===== src/rtl/mux_op_sequencer_if.sv =====
// Command, mux-datapath and result signals of mux_op_sequencer.
// The slave modport is the sequencer side; the master modport is the environment side.
interface mux_op_sequencer_if;
  logic       cmd_valid;
  logic       cmd_ready;
  logic [2:0] cmd_select;
  logic [3:0] cmd_d0;
  logic [3:0] cmd_d1;
  logic [2:0] mux_select;
  logic [3:0] mux_d0;
  logic [3:0] mux_d1;
  logic [3:0] mux_q_0;
  logic [3:0] mux_q_1;
  logic       res_valid;
  logic       res_ready;
  logic [2:0] res_select;
  logic [3:0] res_q_0;
  logic [3:0] res_q_1;
  logic       busy;
  logic [7:0] done_count;

  modport master (
    output cmd_valid, cmd_select, cmd_d0, cmd_d1, mux_q_0, mux_q_1, res_ready,
    input  cmd_ready, mux_select, mux_d0, mux_d1, res_valid, res_select, res_q_0, res_q_1,
    input  busy, done_count
  );

  modport slave (
    input  cmd_valid, cmd_select, cmd_d0, cmd_d1, mux_q_0, mux_q_1, res_ready,
    output cmd_ready, mux_select, mux_d0, mux_d1, res_valid, res_select, res_q_0, res_q_1,
    output busy, done_count
  );
endinterface


===== src/rtl/mux_op_sequencer.sv =====
// Queues mux operations, drives each onto the external select/mux datapath for a
// programmable settle time, captures its outputs and offers them on a valid/ready port.
module mux_op_sequencer #(
  parameter int unsigned FIFO_DEPTH    = 4,
  parameter int unsigned SETTLE_CYCLES = 1
) (
  input logic               clk,
  input logic               reset,
  mux_op_sequencer_if.slave bus
);
  localparam int unsigned   AW         = (FIFO_DEPTH > 1) ? $clog2(FIFO_DEPTH) : 1;
  localparam int unsigned   CW         = AW + 1;
  localparam logic [CW-1:0] FULL_COUNT = CW'(FIFO_DEPTH);
  localparam logic [3:0]    LAST_CNT   = 4'(SETTLE_CYCLES - 1);

  typedef enum logic [1:0] {StIdle, StSettle, StResult} state_e;

  state_e        state_q, state_d;
  logic [10:0]   mem_q [FIFO_DEPTH];
  logic [AW-1:0] wr_ptr_q, rd_ptr_q;
  logic [CW-1:0] count_q;
  logic          ready_q;
  logic [3:0]    cnt_q, cnt_d;
  logic [2:0]    op_sel_q;
  logic [3:0]    op_d0_q, op_d1_q;
  logic [2:0]    res_sel_q;
  logic [3:0]    res_q0_q, res_q1_q;
  logic [7:0]    done_q;
  logic          push, pop, capture, handshake, empty, full;
  logic [10:0]   head;

  assign empty = (count_q == '0);
  assign full  = (count_q == FULL_COUNT);
  assign head  = mem_q[rd_ptr_q];
  // ready_q keeps cmd_ready low until the first edge after reset release
  assign push  = bus.cmd_valid & ready_q & ~full;

  always_comb begin
    state_d   = state_q;
    cnt_d     = cnt_q;
    pop       = 1'b0;
    capture   = 1'b0;
    handshake = 1'b0;
    case (state_q)
      StIdle: begin
        if (!empty) begin
          pop     = 1'b1;
          cnt_d   = '0;
          state_d = StSettle;
        end
      end
      StSettle: begin
        if (cnt_q == LAST_CNT) begin
          capture = 1'b1;
          state_d = StResult;
        end else begin
          cnt_d = cnt_q + 4'd1;
        end
      end
      StResult: begin
        if (bus.res_ready) begin
          handshake = 1'b1;
          // Chain straight into the next op to sustain one result per SETTLE_CYCLES+1
          if (!empty) begin
            pop     = 1'b1;
            cnt_d   = '0;
            state_d = StSettle;
          end else begin
            state_d = StIdle;
          end
        end
      end
      default: state_d = StIdle;
    endcase
  end

  always_ff @(posedge clk) begin
    if (push) begin
      mem_q[wr_ptr_q] <= {bus.cmd_select, bus.cmd_d0, bus.cmd_d1};
    end
  end

  always_ff @(posedge clk or posedge reset) begin
    if (reset) begin
      state_q   <= StIdle;
      wr_ptr_q  <= '0;
      rd_ptr_q  <= '0;
      count_q   <= '0;
      ready_q   <= 1'b0;
      cnt_q     <= '0;
      op_sel_q  <= '0;
      op_d0_q   <= '0;
      op_d1_q   <= '0;
      res_sel_q <= '0;
      res_q0_q  <= '0;
      res_q1_q  <= '0;
      done_q    <= '0;
    end else begin
      state_q <= state_d;
      cnt_q   <= cnt_d;
      ready_q <= 1'b1;
      if (push) begin
        wr_ptr_q <= wr_ptr_q + AW'(1);
      end
      if (pop) begin
        rd_ptr_q <= rd_ptr_q + AW'(1);
        op_sel_q <= head[10:8];
        op_d0_q  <= head[7:4];
        op_d1_q  <= head[3:0];
      end
      case ({push, pop})
        2'b10:   count_q <= count_q + CW'(1);
        2'b01:   count_q <= count_q - CW'(1);
        default: ;
      endcase
      if (capture) begin
        res_sel_q <= op_sel_q;
        res_q0_q  <= bus.mux_q_0;
        res_q1_q  <= (op_sel_q == 3'd1) ? bus.mux_q_1 : 4'd0;
      end
      if (handshake) begin
        done_q <= done_q + 8'd1;
      end
    end
  end

  assign bus.cmd_ready  = ready_q & ~full;
  assign bus.mux_select = op_sel_q;
  assign bus.mux_d0     = op_d0_q;
  assign bus.mux_d1     = op_d1_q;
  assign bus.res_valid  = (state_q == StResult);
  assign bus.res_select = res_sel_q;
  assign bus.res_q_0    = res_q0_q;
  assign bus.res_q_1    = res_q1_q;
  assign bus.busy       = (state_q != StIdle) | ~empty;
  assign bus.done_count = done_q;
endmodule


===== src/flat_wrapper.sv =====
// flat-port wrapper written by rule: the top's interface ports become plain ports
module mux_op_sequencer_flat 
#(
  parameter int unsigned FIFO_DEPTH    = 4,
  parameter int unsigned SETTLE_CYCLES = 1
)
  (clk, reset, bus_cmd_valid, bus_cmd_select, bus_cmd_d0, bus_cmd_d1, bus_mux_q_0, bus_mux_q_1, bus_res_ready, bus_cmd_ready, bus_mux_select, bus_mux_d0, bus_mux_d1, bus_res_valid, bus_res_select, bus_res_q_0, bus_res_q_1, bus_busy, bus_done_count);
  mux_op_sequencer_if bus_i ();
  input logic clk;
  input logic reset;
  input wire logic [$bits(bus_i.cmd_valid)-1:0] bus_cmd_valid;
  input wire logic [$bits(bus_i.cmd_select)-1:0] bus_cmd_select;
  input wire logic [$bits(bus_i.cmd_d0)-1:0] bus_cmd_d0;
  input wire logic [$bits(bus_i.cmd_d1)-1:0] bus_cmd_d1;
  input wire logic [$bits(bus_i.mux_q_0)-1:0] bus_mux_q_0;
  input wire logic [$bits(bus_i.mux_q_1)-1:0] bus_mux_q_1;
  input wire logic [$bits(bus_i.res_ready)-1:0] bus_res_ready;
  output wire logic [$bits(bus_i.cmd_ready)-1:0] bus_cmd_ready;
  output wire logic [$bits(bus_i.mux_select)-1:0] bus_mux_select;
  output wire logic [$bits(bus_i.mux_d0)-1:0] bus_mux_d0;
  output wire logic [$bits(bus_i.mux_d1)-1:0] bus_mux_d1;
  output wire logic [$bits(bus_i.res_valid)-1:0] bus_res_valid;
  output wire logic [$bits(bus_i.res_select)-1:0] bus_res_select;
  output wire logic [$bits(bus_i.res_q_0)-1:0] bus_res_q_0;
  output wire logic [$bits(bus_i.res_q_1)-1:0] bus_res_q_1;
  output wire logic [$bits(bus_i.busy)-1:0] bus_busy;
  output wire logic [$bits(bus_i.done_count)-1:0] bus_done_count;
  assign bus_i.cmd_valid = bus_cmd_valid;
  assign bus_i.cmd_select = bus_cmd_select;
  assign bus_i.cmd_d0 = bus_cmd_d0;
  assign bus_i.cmd_d1 = bus_cmd_d1;
  assign bus_i.mux_q_0 = bus_mux_q_0;
  assign bus_i.mux_q_1 = bus_mux_q_1;
  assign bus_i.res_ready = bus_res_ready;
  assign bus_cmd_ready = bus_i.cmd_ready;
  assign bus_mux_select = bus_i.mux_select;
  assign bus_mux_d0 = bus_i.mux_d0;
  assign bus_mux_d1 = bus_i.mux_d1;
  assign bus_res_valid = bus_i.res_valid;
  assign bus_res_select = bus_i.res_select;
  assign bus_res_q_0 = bus_i.res_q_0;
  assign bus_res_q_1 = bus_i.res_q_1;
  assign bus_busy = bus_i.busy;
  assign bus_done_count = bus_i.done_count;
  mux_op_sequencer #(.FIFO_DEPTH(FIFO_DEPTH), .SETTLE_CYCLES(SETTLE_CYCLES)) u_core (.clk(clk), .reset(reset), .bus(bus_i));
endmodule

===== config.mk =====
export PLATFORM = sky130hd
export DESIGN_NAME = mux_op_sequencer_flat
export DESIGN_NICKNAME = d
export VERILOG_FILES = /design/src/rtl/mux_op_sequencer_if.sv /design/src/rtl/mux_op_sequencer.sv /design/src/flat_wrapper.sv
export SDC_FILE = /design/constraint.sdc
export NUM_CORES = 1
export LEC_CHECK = 0
export CAP_MARGIN = 0
export CELL_PAD_IN_SITES_DETAIL_PLACEMENT = 0
export CELL_PAD_IN_SITES_GLOBAL_PLACEMENT = 1
export CORE_UTILIZATION = 48
export DETAILED_ROUTE_END_ITERATION = 8
export PLACE_DENSITY_LB_ADDON = 0.1
export SLEW_MARGIN = 20
export SYNTH_ARGS = -nofsm -noshare
export SYNTH_HDL_FRONTEND = slang
export SYNTH_SLANG_ARGS = --single-unit

===== constraint.sdc =====
create_clock -name clk -period 4.1 [get_ports clk]
set_clock_uncertainty 0.15 [all_clocks]
set_input_delay 0.82 -clock clk [delete_from_list [all_inputs] [get_ports clk]]
set_output_delay 0.82 -clock clk [all_outputs]
set_load 0.1 [all_outputs]

Yosys cells after proc, flatten, opt, wreduce, memory -nomap -nowiden. Memories as Yosys holds them, arrays and structs flattened. A register that Yosys moved wholly into a read port is not among the register bits. Index checks and enable logic that the tools add are counted.

Add/sub/neg operators: 6. Multiply operators: 0. Divide/modulo/power cells: 0. $lt $le $gt $ge: 0. Equality and inequality tests: 10. Shift operators: 0. Muxes and demuxes: 20. Bitwise gates (word level): 6. Reductions and logical operators: 8.

Operators by type and width (count): $mux 4 (4); $pmux 4 s3 (1); $mux 1 (9); $add 8x1->8 const B (1); $mux 2 (3); $ne 2x2->1 const B (3); $pmux 2 s3 (1); $pmux 3 s2 (1); $reduce_and 3->1 (2); $add 2x1->2 const B (2); $add 4x1->4 const B (1); $eq 2x1->1 const B (2); $eq 2x2->1 const B (2); $logic_not 4->1 (1); $reduce_bool 2->1 (2); $add 3x1->3 const B (1); $and 1x1->1 (3); $eq 3x1->1 const B (1); $eq 3x3->1 const B (1); $logic_not 3->1 (1); $reduce_bool 3->1 (1); $sub 3x1->3 const B (1); $logic_not 2->1 (1); $ne 2x1->1 const B (1); other kinds (3) (4).

Register bits after elaboration: 33. Bits in latches: 0. Memory bits (writable): 44. Bits in read-only memories: 0. Word-level logic and storage cells: 61. Memories: 1.

Memory list: u_core.mem_q (depth 4, bits a word 11, read ports 1, clocked after Yosys merged registers in 1, write ports 1, RTL line mux_op_sequencer.sv:19) `logic [10:0] mem_q [FIFO_DEPTH];`.

Depth between registers and ports, before layout. Gate-level depths: netlist of the first run.

Depth in word-level cells: 6. Gate-level depth with buffers: 10. Depth with buffers taken out: 10.

Worst setup path before layout of the first run. No wires, ideal clock.

Kind: reg2reg. Start: reg u_core.count_q[0]. End: reg u_core.count_q[2]. Data arrival time: 2.661 ns. Path slack: 1.164 ns. Stages on the path, launching flop included: 11. Cell sequence: dfrtp_1 inv_1 a31oi_2 and2_1 inv_1 ha_1 inv_1 fa_1 xor2_1 nor2_1 xor2_1.

Cells in the longest elaborated chain, start to end: 6.

Ends and longest elaborated chain: from (decl) (RTL line mux_op_sequencer.sv:21) `logic [CW-1:0] count_q;`; from (signal assigned) (RTL line mux_op_sequencer.sv:112) `2'b10: count_q <= count_q + CW'(1);`; from (signal assigned) (RTL line mux_op_sequencer.sv:113) `2'b01: count_q <= count_q - CW'(1);`; $logic_not 3->1 (RTL line mux_op_sequencer.sv:32) `assign empty = (count_q == '0);`; $mux 1 (RTL line mux_op_sequencer.sv:46, mux_op_sequencer.sv:64); $mux 1 (RTL line mux_op_sequencer.sv:61) `if (bus.res_ready) begin`; $pmux 1 s2 (RTL line mux_op_sequencer.sv:44) `case (state_q)`; $eq 2x1->1 or $eq 2x2->1 (tied branches) (RTL line mux_op_sequencer.sv:111) `case ({push, pop})`; $pmux 3 s2 or $reduce_bool 2->1 (tied branches).

Several ways; a longest one is shown, not always the timed one. A chain may end at the register's enable or synchronous reset.

Final worst setup path of the first run.
Start: reg u_core.count_q[2]. End: out bus_busy.

Cells in the longest elaborated chain, start to end: 3.

Ends and longest elaborated chain: $logic_not 3->1 (RTL line mux_op_sequencer.sv:32); $not 1->1 (RTL line mux_op_sequencer.sv:135) `assign bus.busy = (state_q != StIdle) | ~empty;`; $or 1x1->1 (RTL line mux_op_sequencer.sv:135); to (decl) (RTL line flat_wrapper.sv:26) `output wire logic [$bits(bus_i.busy)-1:0] bus_busy;`.

Every way passes these cells.

==> results by group, run 1 <==
Timing
  – Setup Viol. Count Final: 0
  – Final Hold Viols: 0
  – Final min period: 3.43 ns
  – Setup TNS: 0 ns
  – Crit share post-route: 83.7%
  – Fin. max-slew vios: 0
  – FMAX: 291 MHz
  – RSZ-0062 raised after global routing: false
  – Worst-Margin Slew: 0.992 ns
  – Max-Slew Margin vs Limit: 33.7%

Routing
  – Post-DRT Antenna Nets: 0
  – Uppermost routed layer: met4
  – WL met1: 2620 µm
  – DR WL/cell: 14.6 µm
  – DRC violations left: 0
  – Met2 routed WL: 2830 µm
  – Via Count: 1992
  – Via-to-Cell Ratio: 4.99
  – DRT Pass-1 Iters: 4
  – Post-Route WL: 5820 µm
  – Met3 wire length: 282 µm
  – First DRT Iteration DRCs: 25

Worst setup path
  – Critical Path End Type: primary output
  – Worst Path Arrival: 2.46 ns
  – Crit path max fanout: 4
  – Worst setup path category: register to primary output
  – Worst Reg-to-Reg Cells: 10
  – CP Launch Type: register
  – WP data required: 3.13 ns
  – R2r setup slk: 1.79 ns

Floorplanning
  – Rows: 31
  – Initial core utilization: 49.7%
  – Die Wd: 88.9 µm
  – Height of the die: 88.9 µm
  – IO Count: 56
  – Die Area: 7900 µm²
  – Placeable Area: 7290 µm²

Placed design
  – Port Buffers: 55
  – DP HPWL: 3940 µm
  – RePlAce Congestion: 0.674

Clock network
  – Clock sinks: 88
  – Worst-case clock buffer depth: 2
  – Clk Latency, worst-skew pair: 0.36 ns
  – CTS clk-pin slew, worst paths: 0.09 ns
  – CTS buffer count: 9
  – Max H-tree Level: 3
  – CTS tree: built
  – Postcts setup bufs: 0
  – Post-CTS resize count: 0
  – Root Buffer: clkbuf_8
  – Hold_buf cts: 0

Synthesis
  – Async SR Flop Fraction: 50.0%
  – Number of synthesized flops with an enable pin: 44
  – Sequential cell area fraction in the yosys report: 66.9%
  – Syn avg cell area: 15.5 µm²
  – Yosys reg bits: 88
  – Post-synth cell types: 40
  – Cell Area, Synth: 3620 µm²
  – Synth Warn #: 0
  – Mapped Cells: 233
  – Net count after synthesis: 265
  – Dominant synthesized flop cell: edfxtp_1

GRT
  – Vias in the first global route: 1901
  – Largest net degree at the start of global routing: 45
  – Grt ovf: 0
  – Total GRT Usage: 16.3%
  – First-pass GRT wire length: 9180 µm
  – Initial antenna violation count: 0

Cells and area
  – # nets final: 327
  – Antenna Cells: 0
  – Commonest cells after routing, fill and taps aside: 54 x clkdlybuf4s50_1, 44 x dfrtp_1, 44 x edfxtp_1
  – Share of layout cells above drive strength 1: 15.7%
  – Most common cell after layout, fill and taps aside: clkdlybuf4s50_1
  – Area Growth Syn to Fin: 23.4%
  – Final Core Density: 61.3%

Hold path
  – Worst hold-check path type: register to register
  – Worst hold path cell count: 2

Run status
  – Status: finished clean

Run
  – Max_cap viols: 0
==> cell type report <==
cell class                      count  area [µm²]
Sequential cell                    88        2420
Multi-Input combinational cell    126        1100
Fill cell                         584        2820
Clock buffer                        9         124
Timing Repair Buffer               57         563
Tap cell                           99         124
Clock inverter                      7        83.8
Inverter                           13        48.8
==> state kept, by name, summed over array words and instances, names as in the netlist <==
signal                 count
u_core.state_q             2
u_core.ready_q             1
u_core.wr_ptr_q            2
u_core.bus.done_count      8
u_core.bus.mux_d0          4
u_core.bus.res_q_1         4
u_core.bus.res_select      3
u_core.rd_ptr_q            2
u_core.bus.mux_select      3
u_core.bus.mux_d1          4
u_core.mem_q              44
u_core.count_q             3
u_core.cnt_q               4
u_core.bus.res_q_0         4
==> cell usage after synthesis (2+ instances only) <==
master | count | share of area (%)
nand2b_1 | 4 | 0.69
ha_1 | 8 | 2.8
mux4_2 | 8 | 5.0
xor2_1 | 4 | 0.97
or3_1 | 2 | 0.35
nand4_1 | 4 | 0.69
mux2_2 | 7 | 2.2
nand3_1 | 5 | 0.69
buf_6 | 3 | 0.93
and3_1 | 4 | 0.69
mux2i_1 | 2 | 0.55
nand2_1 | 35 | 3.6
buf_2 | 2 | 0.28
mux4_1 | 3 | 2.2
dfrtp_1 | 44 | 30
xnor2_1 | 9 | 2.2
o21ai_0 | 4 | 0.55
edfxtp_1 | 44 | 36
inv_1 | 13 | 1.3
mux2_4 | 6 | 2.5
nor2_1 | 3 | 0.31
==> through the flow <==
| step | setup WS, ns | instances | cell area [µm²] | hold slack [ns] |
|---|---|---|---|---|
| 5_1_grt | 0.573 | 399 | 4470 | 0.351 |
| 3_5_place_dp | 1.04 | 383 | 4260 | 0.304 |
| 4_1_cts | 0.634 | 399 | 4470 | 0.327 |
| 2_1_floorplan | 1.16 | 233 | 3620 | 0.299 |
| 3_3_place_gp | 1.05 | 383 | 4260 | 0.299 |
| 6_report | 0.667 | 399 | 4470 | 0.321 |
==> worst paths after layout <==
kind / start / endpoint
max in group asynchronous: reset / u_core.count_q[2]$_DFFE_PP0P_
min in group asynchronous: reset / u_core.bus.res_q_0[1]$_DFFE_PP0P_
min reg2reg: u_core.bus.res_q_1[1]$_DFFE_PP0P_ / u_core.bus.res_q_1[1]$_DFFE_PP0P_
min: u_core.bus.res_q_1[1]$_DFFE_PP0P_ / u_core.bus.res_q_1[1]$_DFFE_PP0P_
max reg2reg: u_core.count_q[0]$_DFFE_PP0P_ / u_core.count_q[2]$_DFFE_PP0P_
max: u_core.count_q[2]$_DFFE_PP0P_ / bus_busy
==> layer usage <==
layer,track usage (%),up-vias
li1,-,961
met1,21.0,970
met2,26.8,51
met3,3.64,10
met4,7.04,0
met5,0,-
==> worst max-delay path: stages, from the launching register on <==
cell             delay, ns
dfrtp_1               0.44
or3_1                 0.39
or3_1                 0.31
clkdlybuf4s50_1       0.97
==> cell families after synthesis <==
logic type               after synthesis  synth area share [%]
XOR/XNOR                              13                  3.14
AO/OA/AOI/OAI                          8                  1.55
other                                  1                 0.104
multiplexers                          26                  12.4
adder cells (fa/ha/maj)                9                  3.32
buffers and inverters                 19                  2.66
AND/OR/NAND/NOR                       69                  9.98
flip-flops                            88                  66.9
Power of run 1 is left out: the tool's default activity adds up to more than one toggle a clock period on the data nets, which glitch-free logic cannot reach.
==> run 2, diff against run 1 <==
--- a/config.mk
+++ b/config.mk
@@ -8,7 +8,7 @@
 export CAP_MARGIN = 0
 export CELL_PAD_IN_SITES_DETAIL_PLACEMENT = 0
 export CELL_PAD_IN_SITES_GLOBAL_PLACEMENT = 1
-export CORE_UTILIZATION = 48
+export CORE_UTILIZATION = 40
 export DETAILED_ROUTE_END_ITERATION = 8
 export PLACE_DENSITY_LB_ADDON = 0.1
 export SLEW_MARGIN = 20
==> constraint.sdc (replaced) <==
create_clock -name clk -period 2.8 [get_ports clk]
set_clock_uncertainty 0.15 [all_clocks]
set_input_delay 0.56 -clock clk [delete_from_list [all_inputs] [get_ports clk]]
set_output_delay 0.56 -clock clk [all_outputs]
set_load 0.1 [all_outputs]
==> run 2 against run 1 <==
  * Global-route usage is 1.8 points lower
  * Die area is 20% higher
  * Setup slack worse by 0.36 ns
  * Sequential share of layout area is 0.091 points lower
  * Via count is 1.0% lower
  * First-iteration DRC count grew to 2.5 times the previous value
  * Clock-buffer cell count is 1 higher
  * Sequential cell count stayed put
  * Worst hold slack better by 0.0055 ns
  * Critical path type unchanged
==> results by group, run 2 (synthesis results as in run 1) <==
Run status
  – Status: finished clean

Routing
  – Via-to-Cell Ratio: 4.77 (-4.4%)
  – DRC violations left: 0 (unchanged)
  – First DRT Iteration DRCs: 63 (+150%)
  – Post-Route WL: 6100 µm (+4.9%)
  – Via Count: 1972 (-1.0%)
  – DRT Pass-1 Iters: 3 (-1)
  – DR WL/cell: 14.8 µm (+1.4%)
  – Post-DRT Antenna Nets: 0 (unchanged)

Timing
  – Setup TNS: 0 ns (unchanged)
  – FMAX: 402 MHz
  – Setup Viol. Count Final: 0 (unchanged)
  – Final Hold Viols: 0 (unchanged)
  – Final min period: 2.49 ns
  – Worst-Margin Slew: 0.591 ns (-0.401 ns)
  – Crit share post-route: 88.9%
  – Fin. max-slew vios: 0 (unchanged)
  – Max-Slew Margin vs Limit: 60.6% (+27 points)
  – RSZ-0062 raised after global routing: false

Worst setup path
  – Family with the most delay on the worst path: simple AND/OR/NAND/NOR gates
  – CP Launch Type: register
  – Critical Path End Type: primary output
  – Critical-path cell list: or3_1 -> or3_1 -> buf_4
  – Worst setup path category: register to primary output
  – Max incr delay on CP: 0.46 ns (-0.51 ns)
  – WP data required: 2.09 ns (-1.04 ns)
  – CP bufs+invs: 1 (unchanged)
  – Crit path max fanout: 4 (unchanged)
  – Slowest CP cell: dfrtp_1
  – Most used cell, CP: or3_1
  – Worst Path Arrival: 1.78 ns (-0.68 ns)

Clock network
  – Max H-tree Level: 3 (unchanged)
  – Root Buffer: clkbuf_8
  – CTS clk-pin slew, worst paths: 0.09 ns (about the same)
  – Worst-case clock buffer depth: 2 (unchanged)
  – Hold_buf cts: 0 (unchanged)
  – CTS tree: built
  – CTS buffer count: 9 (unchanged)
  – Postcts setup bufs: 0 (unchanged)
  – Post-CTS resize count: 0 (unchanged)
  – Clk Latency, worst-skew pair: 0.35 ns (about the same)
  – Clock sinks: 88 (unchanged)

Cells and area
  – Commonest cells after routing, fill and taps aside: 44 x dfrtp_1, 44 x edfxtp_1, 39 x buf_4
  – Area Growth Syn to Fin: 23.6%
  – # nets final: 332 (+1.5%)
  – Area taken by multi-input logic gates: 1110 µm² (+0.79%)
  – Fin cells: 413 (+3.5%)
  – Max reg flops: 44 (unchanged)
  – Layout fillers: 789 (+35%)
  – Share of layout cells above drive strength 1: 27.2% (+12 points)
  – Antenna Cells: 0 (unchanged)
  – Reg with most FFs: u_core.mem_q
  – Fin area: 4480 µm² (+0.17%)
  – Sequential Area: 2420 µm² (unchanged)

Placed design
  – DP Area: 4250 µm² (-0.23%)
  – RePlAce Congestion: 0.697 (+3.5%)
  – Port Buffers: 55 (unchanged)
  – DP HPWL: 4080 µm (+3.5%)
  – Placed cells: 397 (+3.7%)

GRT
  – First-pass GRT wire length: 10400 µm (+14%)
  – Grt ovf: 0 (unchanged)
  – Total GRT Usage: 14.5% (-1.8 points)
  – Initial antenna violation count: 0 (unchanged)
  – Largest net degree at the start of global routing: 25 (-44%)
  – Vias in the first global route: 2108 (+11%)

Run
  – Max_cap viols: 0 (unchanged)

Floorplanning
  – IO Count: 56 (unchanged)
  – Height of the die: 97.2 µm (+9.3%)
  – Initial core utilization: 41.3% (-8.3 points)
  – Rows: 34 (+9.7%)
  – Placeable Area: 8760 µm² (+20%)
  – Die Area: 9440 µm² (+20%)
  – Die Wd: 97.2 µm (+9.3%)

Hold path
  – Worst hold-check path type: register to register
run 2: cell types whose count changed in the layout (fill, tap and decap cells not counted):
cell	delta
a31oi_4	+1
buf_4	+36
clkdlybuf4s50_1	-32
inv_8	-2
clkinv_4	-1
a31oi_2	-1
clkbuf_1	+1
inv_6	+2
buf_12	+1
bufinv_16	+2
clkinv_8	-2
run 2: area by class of cell:
type | instances | share of cell area [%]
multi-input cells | 126 | 24.8
clock inverters | 6 | 2.18
flip-flops and latches | 88 | 54.1
repair buffers | 62 | 11.9
inverters | 13 | 1.09
well taps | 108 | 3.02
clock buffers | 10 | 2.85
run 2: per-layer routing:
metal | GRT usage (%) | up-vias | share of wire [%]
met5 | 0 | - | 0
li1 | - | 960 | -
met3 | 5.40 | 6 | 5.6
met2 | 23.2 | 51 | 47
met4 | 4.48 | 0 | 1.2
met1 | 18.4 | 955 | 46
run 2: worst reg2reg max path, stage by stage (launching register included):
cell and delay, ns:
dfrtp_1 0.43, inv_1 0.15, a31oi_4 0.13, and2_1 0.22, inv_1 0.07, ha_1 0.17
inv_1 0.07, fa_1 0.42, xor2_1 0.15, nor2_1 0.11, xor2_1 0.16
run 2: stage by stage:
stage          hold slack, ns  setup WS (ns)  util [%]
6_report                0.326          0.312      51.1
3_3_place_gp            0.306          0.201      48.5
3_5_place_dp            0.310          0.156      48.5
2_1_floorplan           0.299          0.270         -
5_1_grt                 0.345          0.223      51.1
4_1_cts                 0.331          0.277      51.1
run 2: final timing paths:
kind	start	endpoint	slack [ns]	cells past startpoint
worst min-delay path	u_core.bus.res_q_1[3]$_DFFE_PP0P_	u_core.bus.res_q_1[3]$_DFFE_PP0P_	0.33	2
min in group asynchronous	reset	u_core.bus.done_count[6]$_DFFE_PP0P_	0.40	2
max in group asynchronous	reset	u_core.bus.mux_d1[2]$_DFFE_PP0P_	1.59	3
worst max-delay path	u_core.count_q[2]$_DFFE_PP0P_	bus_busy	0.31	3
worst min register to register	u_core.bus.res_q_1[3]$_DFFE_PP0P_	u_core.bus.res_q_1[3]$_DFFE_PP0P_	0.33	2
worst max register to register	u_core.count_q[0]$_DFFE_PP0P_	u_core.count_q[2]$_DFFE_PP0P_	0.50	10
Power of run 2 is left out for the same reason.
==> run 3, diff against run 2 <==
--- a/config.mk
+++ b/config.mk
@@ -5,10 +5,11 @@
 export SDC_FILE = /design/constraint.sdc
 export NUM_CORES = 1
 export LEC_CHECK = 0
+export ABC_AREA = 1
 export CAP_MARGIN = 0
 export CELL_PAD_IN_SITES_DETAIL_PLACEMENT = 0
 export CELL_PAD_IN_SITES_GLOBAL_PLACEMENT = 1
-export CORE_UTILIZATION = 40
+export CORE_UTILIZATION = 38
 export DETAILED_ROUTE_END_ITERATION = 8
 export PLACE_DENSITY_LB_ADDON = 0.1
 export SLEW_MARGIN = 20
==> run 3 against run 2 <==
  * Clock-buffer cell count is 1 lower
  * Die area increased by 9.0%
  * Global-route usage up 0.49 points
  * Sequential cell count unchanged
  * Core utilization decreased by 2.7 points
  * Sequential share of layout area fell by 0.97 points
  * Synthesized area up 3.8%
  * Final area up 1.8%
  * Critical path type is now primary input to register
  * Critical path depth rose by 6
  * Via count increased by 27%
  * Non-clock buffer count is 1 higher
==> results by group, run 3 <==
Floorplanning
  – Initial core utilization: 39.9% (-1.4 points)
  – Die Area: 10300 µm² (+9.0%)
  – Placeable Area: 9420 µm² (+7.4%)
  – IO Count: 56 (unchanged)
  – Die Wd: 101 µm (+4.4%)
  – Rows: 35 (+2.9%)
  – Height of the die: 101 µm (+4.4%)

Timing
  – Final Hold Viols: 0 (unchanged)
  – RSZ-0062 raised after global routing: false
  – Setup TNS: 0 ns (unchanged)
  – Crit share post-route: 85.2% (-3.7 points)
  – FMAX: 419 MHz (+4.4%)
  – Final min period: 2.38 ns (-0.104 ns)
  – Setup Viol. Count Final: 0 (unchanged)
  – Max-Slew Margin vs Limit: 56.4% (-4.2 points)
  – Worst-Margin Slew: 0.652 ns (+0.0618 ns)
  – Fin. max-slew vios: 0 (unchanged)
  – Worst hold margin: 0.328 ns (+0.00153 ns)

Cells and area
  – Commonest cells after routing, fill and taps aside: 101 x nand2_1, 53 x nor2_1, 44 x dfrtp_1, 44 x edfxtp_1, 41 x buf_4
  – Area Growth Syn to Fin: 21.3%
  – Max reg flops: 44 (unchanged)
  – Fin cells: 561 (+36%)
  – Most common cell after layout, fill and taps aside: nand2_1
  – # nets final: 459 (+38%)
  – Layout fillers: 917 (+16%)
  – Share of layout cells above drive strength 1: 17.8% (-9.4 points)
  – Antenna Cells: 0 (unchanged)
  – Reg with most FFs: u_core.mem_q

Routing
  – DRC violations left: 0 (unchanged)
  – Post-DRT Antenna Nets: 0 (unchanged)
  – Via-to-Cell Ratio: 4.47 (-6.4%)
  – DR WL/cell: 12.3 µm (-17%)
  – First DRT Iteration DRCs: 74 (+17%)
  – DRT Pass-1 Iters: 4 (+1)
  – Via Count: 2508 (+27%)
  – Post-Route WL: 6900 µm (+13%)

Hold path
  – Worst hold path cell count: 2 (unchanged)
  – Worst hold-check path type: register to register
  – Hold Path Origin: u_core.bus.res_q_0[1]$_DFFE_PP0P_

Synthesis
  – Post-synth top area share: 35.2% (-1.3 points)
  – Async SR Flop Fraction: 50.0% (unchanged)
  – Number of synthesized flops with an enable pin: 44 (unchanged)
  – Sequential cell area fraction in the yosys report: 64.4% (-2.4 points)
  – Yosys reg bits: 88 (unchanged)
  – Syn avg cell area: 10.3 µm² (-34%)
  – Most common cell in the netlist: nand2_1
  – Net count after synthesis: 396 (+49%)
  – Ranking of synthesized cells by area: edfxtp_1 35%, dfrtp_1 29%, nand2_1 10%
  – Cell Area, Synth: 3760 µm² (+3.8%)
  – Mapped Cells: 364 (+56%)
  – Post-synth top area cell: edfxtp_1
  – Synth Warn #: 0 (unchanged)
  – Dominant synthesized flop cell: edfxtp_1
  – Commonest cells in the netlist: 101 x nand2_1, 53 x nor2_1, 44 x dfrtp_1, 44 x edfxtp_1, 25 x o21ai_0
  – Post-synth cell types: 29 (-28%)

Worst setup path
  – Worst setup path category: primary input to register
  – Reg-to-reg critical path startpoint: u_core.count_q[0]$_DFFE_PP0P_
  – Worst Reg-to-Reg Cells: 9 (-1)
  – Family with the most delay on the worst path: buffers and inverters
  – CP endpoint: u_core.count_q[2]$_DFFE_PP0P_
  – Crit path max fanout: 4 (unchanged)
  – Crit path launch: bus_res_ready
  – CP Launch Type: primary input
  – Worst r2r dst: u_core.count_q[2]$_DFFE_PP0P_
  – Max incr delay on CP: 0.57 ns (+0.11 ns)
  – CP bufs+invs: 2 (+1)
  – Critical-path cell list: clkdlybuf4s50_1 -> o21ai_2 -> nor2_4 -> ha_1 -> inv_1 -> fa_1 -> or2_2 -> nand2_1 -> xor2_1
  – R2r setup slk: 0.56 ns (+0.06 ns)
  – WP data required: 2.93 ns (+0.84 ns)
  – Worst Path Arrival: 2.52 ns (+0.74 ns)
  – WP depth: 9 (+6)
  – Critical Path End Type: register
  – Slowest CP cell: clkdlybuf4s50_1

Clock network
  – Worst-case clock buffer depth: 2 (unchanged)
  – Root Buffer: clkbuf_8
  – Post-CTS resize count: 0 (unchanged)
  – Postcts setup bufs: 0 (unchanged)
  – Clk Latency, worst-skew pair: 0.35 ns (about the same)
  – CTS clk-pin slew, worst paths: 0.09 ns (about the same)
  – Clock sinks: 88 (unchanged)
  – CTS buffer count: 9 (unchanged)
  – Max H-tree Level: 3 (unchanged)
  – CTS tree: built
  – Hold_buf cts: 0 (unchanged)

GRT
  – Grt ovf: 0 (unchanged)
  – Largest net degree at the start of global routing: 32 (+28%)
  – First-pass GRT wire length: 11700 µm (+12%)
  – Initial antenna violation count: 0 (unchanged)
  – Total GRT Usage: 15.0% (+0.49 points)
  – Vias in the first global route: 2465 (+17%)

Placed design
  – Port Buffers: 55 (unchanged)
  – Placed cells: 545 (+37%)
  – DP HPWL: 4660 µm (+14%)
  – RePlAce Congestion: 0.698 (+0.14%)

Run status
  – Status: finished clean

Run
  – Max_cap viols: 0 (unchanged)
## run 3: worst min path at each step
stage / end
CTS: u_core.count_q[0]$_DFFE_PP0P_
floorplan: u_core.count_q[0]$_DFFE_PP0P_
detailed placement: u_core.bus.res_q_0[3]$_DFFE_PP0P_
finish: u_core.bus.res_q_0[1]$_DFFE_PP0P_
global route: u_core.bus.res_q_0[3]$_DFFE_PP0P_
global placement: u_core.bus.res_q_0[3]$_DFFE_PP0P_
## run 3: cells by family after synthesis
kind of cell	after synthesis	synth area share, %
xor+xnor	9	2.10
other cells	1	0.0998
buf+inv	39	4.83
fa+ha+maj	9	3.20
compound gates	33	4.49
flops	88	64.4
simple gates	185	20.8
## run 3: metrics by stage
step                worst slack [ns]  area (µm²)  utilization, %
finish                         0.416        4560            48.4
detailed placement            0.0464        4370            46.4
floorplan                      0.567        3760               -
global placement              0.0631        4370            46.4
global route                   0.343        4560            48.4
CTS                            0.420        4560            48.4
## run 3: cell type report
cell class,instances,area (µm²),area share [%]
flip-flops and latches,88,2420,53.1
multi-input cells,237,1150,25.3
repair buffers,63,528,11.6
well taps,129,161,3.54
clock buffers,9,124,2.72
inverters,28,105,2.31
clock inverters,7,62.6,1.37
## run 3: per-layer routing
layer / vias to the layer above / share of wire, % / track usage (%) / wire [µm]
met5: - / 0 / 0 / 0
met2: 45 / 50 / 25.7 / 3450
met1: 1163 / 46 / 18.3 / 3170
met4: 0 / 0.45 / 4.01 / 31
li1: 1298 / - / - / -
met3: 2 / 3.6 / 4.69 / 247
## run 3: worst reg2reg max path, cell delays in order, from the launching register on
cell and delay (ns):
dfrtp_1 0.40, inv_1 0.13, nand3_1 0.13, nand3_2 0.18, ha_1 0.17, inv_1 0.07
fa_1 0.43, or2_2 0.30, nand2_1 0.08, xor2_1 0.14
Power of run 3 is left out for the same reason.
